`src/rtl/updown_mod_counter.sv`:
```
// Modulo-MOD up/down counter with load, wrap/saturate mode and a clock-enable prescaler.
// Emits a terminal-count look-ahead (tc) and a one-cycle wrap/limit pulse (wrap).
module updown_mod_counter #(
    parameter int W     = 8,
    parameter int MOD   = 256,
    parameter int PRESC = 1
) (
    input  logic         clk,
    input  logic         reset,
    input  logic         en,
    input  logic         up,
    input  logic         sat,
    input  logic         load,
    input  logic [W-1:0] load_val,
    output logic [W-1:0] count,
    output logic         tc,
    output logic         wrap
);

    // The modulus itself may not fit in W bits, so only MOD-1 is ever formed.
    localparam int PW = (PRESC > 1) ? $clog2(PRESC) : 1;
    localparam logic [W-1:0]  MAXC  = W'(MOD - 1);
    localparam logic [PW-1:0] PLAST = PW'(PRESC - 1);

    logic [PW-1:0] p;
    logic          step;
    logic          at_limit;
    logic [W-1:0]  load_clamped;

    assign step         = en && (p == PLAST);
    assign at_limit     = up ? (count == MAXC) : (count == '0);
    assign tc           = step && at_limit;
    assign load_clamped = (load_val > MAXC) ? MAXC : load_val;

    always_ff @(posedge clk) begin
        if (reset) begin
            count <= '0;
            p     <= '0;
            wrap  <= 1'b0;
        end else if (load) begin
            count <= load_clamped;
            p     <= '0;
            wrap  <= 1'b0;
        end else begin
            wrap <= 1'b0;
            if (en) begin
                p <= (p == PLAST) ? '0 : p + 1'b1;
            end
            // A step at the range limit always pulses wrap; sat only decides whether count moves.
            if (step) begin
                if (at_limit) begin
                    wrap <= 1'b1;
                    if (!sat) begin
                        count <= up ? '0 : MAXC;
                    end
                end else begin
                    count <= up ? count + 1'b1 : count - 1'b1;
                end
            end
        end
    end

endmodule

```
`config.mk`:
```
export PLATFORM = sky130hd
export DESIGN_NAME = updown_mod_counter
export DESIGN_NICKNAME = d
export VERILOG_FILES = /design/src/rtl/updown_mod_counter.sv
export SDC_FILE = /design/constraint.sdc
export NUM_CORES = 1
export LEC_CHECK = 0
export ABC_AREA = 1
export CAP_MARGIN = 25
export CORE_ASPECT_RATIO = 1.25
export CORE_UTILIZATION = 29
export DETAILED_ROUTE_END_ITERATION = 8
export PLACE_DENSITY = 0.57
export SETUP_SLACK_MARGIN = 0.02
export SYNTH_ARGS = -nofsm -noshare
export SYNTH_HDL_FRONTEND = slang
export SYNTH_SLANG_ARGS = --single-unit
```
`constraint.sdc`:
```
create_clock -name clk -period 2.3 [get_ports clk]
set_clock_uncertainty 0.2 [all_clocks]
set_input_delay 0.46 -clock clk [delete_from_list [all_inputs] [get_ports clk]]
set_output_delay 0.46 -clock clk [all_outputs]
set_load 0.05 [all_outputs]
```
=== Word level (Yosys, flattened, before mapping) ===
Cells that the tools add are included.

* Register bits: 10
* Input port bits: 14
* Word-level logic and storage cells: 28

* Add/subtract/negate cells: 3
* $lt $le $gt $ge: 1
* Eq/ne operators: 2
* Muxes and demuxes: 10
* Bitwise logic cells: 2
* Reductions and logical operators: 7

{| class="wikitable"
|+ Operator list
! kind !! number
|-
| two-way mux 8 bit || 7
|-
| adder 8 x 1 -> 8 bit, second input constant || 1
|-
| == test 8 bit, second input constant || 1
|-
| greater-than comparator 8 bit, second input constant || 1
|-
| logical NOT 8 bit || 1
|-
| subtractor 8 x 1 -> 8 bit, second input constant || 1
|-
| two-way mux 1 bit || 3
|-
| != test 3 bit, second input constant || 1
|-
| OR reduction 3 bit || 1
|-
| logical AND 1 bit || 2
|-
| NOT 1 bit || 2
|-
| AND reduction 2 bit || 1
|-
| nonzero test 2 bit || 1
|-
| OR reduction 2 bit || 1
|-
| adder 1 bit, second input constant || 1
|}

=== Depth between registers and ports, before layout ===
* Depth in word-level cells: 5
* Mapped depth: 10

=== Worst setup path before layout ===
OpenSTA, ideal clock, no wires.

* Path kind: flip-flop to output port
* Start: register count[4]
* End: output tc
* Data arrival time: 1.820 ns
* Data required time: 1.640 ns
* Slack: -0.180 ns
* Stages on the path, launching flop included: 7
* Buffers on the path: 0
* Path through: dfxtp_1 -> nand2_1 -> nor2_2 -> nand2_1 -> nor2_1 -> nor2_2 -> nor2_1

* Longest elaborated chain between the ends: 3
* Elaborated cells between the ends (all ways): 4
* Those cells by class: eq/ne: 1; mux: 1; reduce/logical: 2

{| class="wikitable"
|+ RTL lines
! item !! RTL line !! source
|-
| start: declaration || 15 || <nowiki>output logic [W-1:0] count,</nowiki>
|-
| start signal: assignment || 41 || <nowiki>count <= load_clamped;</nowiki>
|-
| start signal: assignment || 54 || <nowiki>count <= up ? '0 : MAXC;</nowiki>
|-
| start signal: assignment || 57 || <nowiki>count <= up ? count + 1'b1 : count - 1'b1;</nowiki>
|-
| == test 8 bit or logical NOT 8 bit (tied branches) || 31 || <nowiki>assign at_limit = up ? (count == MAXC) : (count == '0);</nowiki>
|-
| two-way mux 1 bit (*) || 31 ||
|-
| logical AND 1 bit (*) || 32 || <nowiki>assign tc = step && at_limit;</nowiki>
|-
| end: declaration || 16 || <nowiki>output logic tc,</nowiki>
|}

Mark *: on every way between the ends. The rest lies on a longest branch, timed or not.

=== Final worst setup path ===
* Start: register count[1]
* End: output count[1]

No word-level cell between the ends.

==> results.ini <==
[outcome]
run_status = complete, no violations

[critical_path]
endpoint_kind = output pin
cp_max_fo = 6
cpPeakStageDelay_ns = 0.85
cp_top_family = buffers and inverters
crit_chain = clkdlybuf4s50_1
cp-start-kind = flip-flop
required_ns = 1.64
critPathKind = reg2out
r2r-start = count[2]
setup.worst_path.start = count[1]
cp.buffers_inverters = 1
crit_path_top_delay_cell = clkdlybuf4s50_1
critical_path_arrival_ns = 1.57

[floorplanning]
die_w_um = 52.37
core-area_sq_um = 2973
die_h_um = 64.96
initial_core_util = 0.3093
rows = 22
die_area_sq_um = 3402
ios = 24

[synthesis]
synth_area_leaders = nand2_1 (21%), dfxtp_1 (20%), nor2_1 (11%), inv_1 (10%), ha_1 (8.2%)
synth_most_common_cell = nand2_1
yosysTopAreaCellShare = 0.2082
async_flop_share = 0
ys_ff_latch = 9
synth_edf_count = 0
synth_warnings = 0
synthFlopType = dfxtp_1
synthTopCellsByCount = nand2_1 (51), nor2_1 (27), inv_1 (25), a21oi_1 (10)
ys_seq_area_frac = 0.1959
synth_fp_nets = 182
yosys.area.top_type = nand2_1
ys_types = 19
avgSynthCellArea_sq_um = 5.712
netlist_area_sq_um = 919.6
syn_inst = 161

[cts]
clock_path_buffers = 2
cts_tree = built
cts_made_buffers = 3
cts_resized = 3
clockRootBuffer = clkbuf_4
clock_sinks = 9
clk_pin_slew_ns = 0.07
post_cts_buffers = 0
clk-insertion-delay-late_ns = 0.27
htreeDepth = 1
cts-hold-fix-buffers = 0

[flow_run]
cap_violations = 0

[timing]
max_slew_margin = 0.6665
max_slew.worst_pin.slew_ns = 0.4986
period_needed_ns = 2.229
fin_setup_tns_ns = 0
maxSlewViolCount = 0
min_period_over_period = 0.9692
hold_violations = 0
max_freq_ghz = 0.4486
setup_viol = 0
rsz0062_at_grt = false

[detailed_routing]
finalWirelength_um = 2436
postRouteAntennaNets = 0
post_drt_wl_per_cell_um = 10.41
first_iter_violations = 22
drc = 0
via_per_inst = 4.513
drtPass1Iterations = 4
routed-via-count = 1056

[final_layout]
diodes = 0
nets = 220
syn2layout_area_growth_pct = 42.31
fillers = 321
final_area_sq_um = 1309
post-route-util = 0.4402
multi_input_area_sq_um = 638.1
drive_above_1_share = 0.1869
seqCellArea_sq_um = 180.2

[place]
dpl.hpwl_um = 1975
place_area_sq_um = 1274
io_buffers = 23
place_congestion = 0.7460

[global_route]
grt_pass1_vias = 974
antenna_found_initial = 0
grt_pass1_wl_um = 4140
grt_util_all_layers = 0.1634
grt_start_max_net_pins = 12
grt_overflow = 0

[power]
p_total_uw = 660.4
max-vdd-ir-drop_mv = 0.2897
p_leak_nw = 0.6911
cellPowerDensity_nw_per_um2 = 504.6

[min_path]
hp-start = count[1]
hp-class = reg2reg

==> kinds of logic after synthesis <==
logic type	share of synthesized area
compound gates	0.07891
xor+xnor	0.01905
fa+ha+maj	0.1034
buf+inv	0.1184
flops	0.1959
simple gates	0.4844
==> cells in the final DEF (no fill, tap or decap), types with 2 or more instances in the layout <==
cell type	n
a21oi_1	10
buf_4	13
clkbuf_4	3
clkdlybuf4s50_1	18
dfxtp_1	9
ha_1	6
inv_1	25
nand2_1	51
nand2_2	2
nand3_1	9
nand3_2	2
nor2_1	24
nor2_2	10
o21ai_2	2
or2_2	3
xor2_1	2
==> through the flow <==
step | worst slack (ns) | hold slack, ns | std cells
global route | 0.02553 | 0.4373 | 234
finish | 0.07084 | 0.3803 | 234
CTS | 0.05228 | 0.3879 | 234
detailed placement | -0.1790 | 0.3784 | 230
floorplan | 0.04814 | 0.3269 | 161
global placement | -0.1752 | 0.3735 | 230
==> registers in the layout, indices dropped and copies added (netlist names) <==
name,flops
wrap,1
count,8
==> area by class of cell <==
type,count,area share
inverters,26,0.07648
flip-flops and latches,9,0.1377
repair buffers,34,0.2438
well taps,36,0.03442
multi-input cells,125,0.4876
clock buffers,4,0.02008
==> metal layers <==
layer	share of wire	global-route usage	vias to the layer above	wire, um
met2	0.48	0.2737	16	1173
met1	0.48	0.2079	461	1173
li1	-	-	574	-
met4	0.023	0.07895	0	57
met5	0	0	-	0
met3	0.013	0.007042	5	31
==> path summary, 6_finish.rpt <==
check | to | cells past startpoint | slack, ns
worst max-delay path | count[1] | 1 | 0.07
worst min-delay path | count[1] | 2 | 0.38
worst max register to register | count[5] | 8 | 0.47
worst min register to register | count[1] | 2 | 0.38
==> where the power goes <==
group / internal, mW / switching [mW] / total (mW)
registers: 0.171 / 0.0270 / 0.198
clock network: 0.0672 / 0.0630 / 0.130
logic: 0.137 / 0.195 / 0.332
total: 0.375 / 0.285 / 0.660
Power figures use the tool's default switching activity.
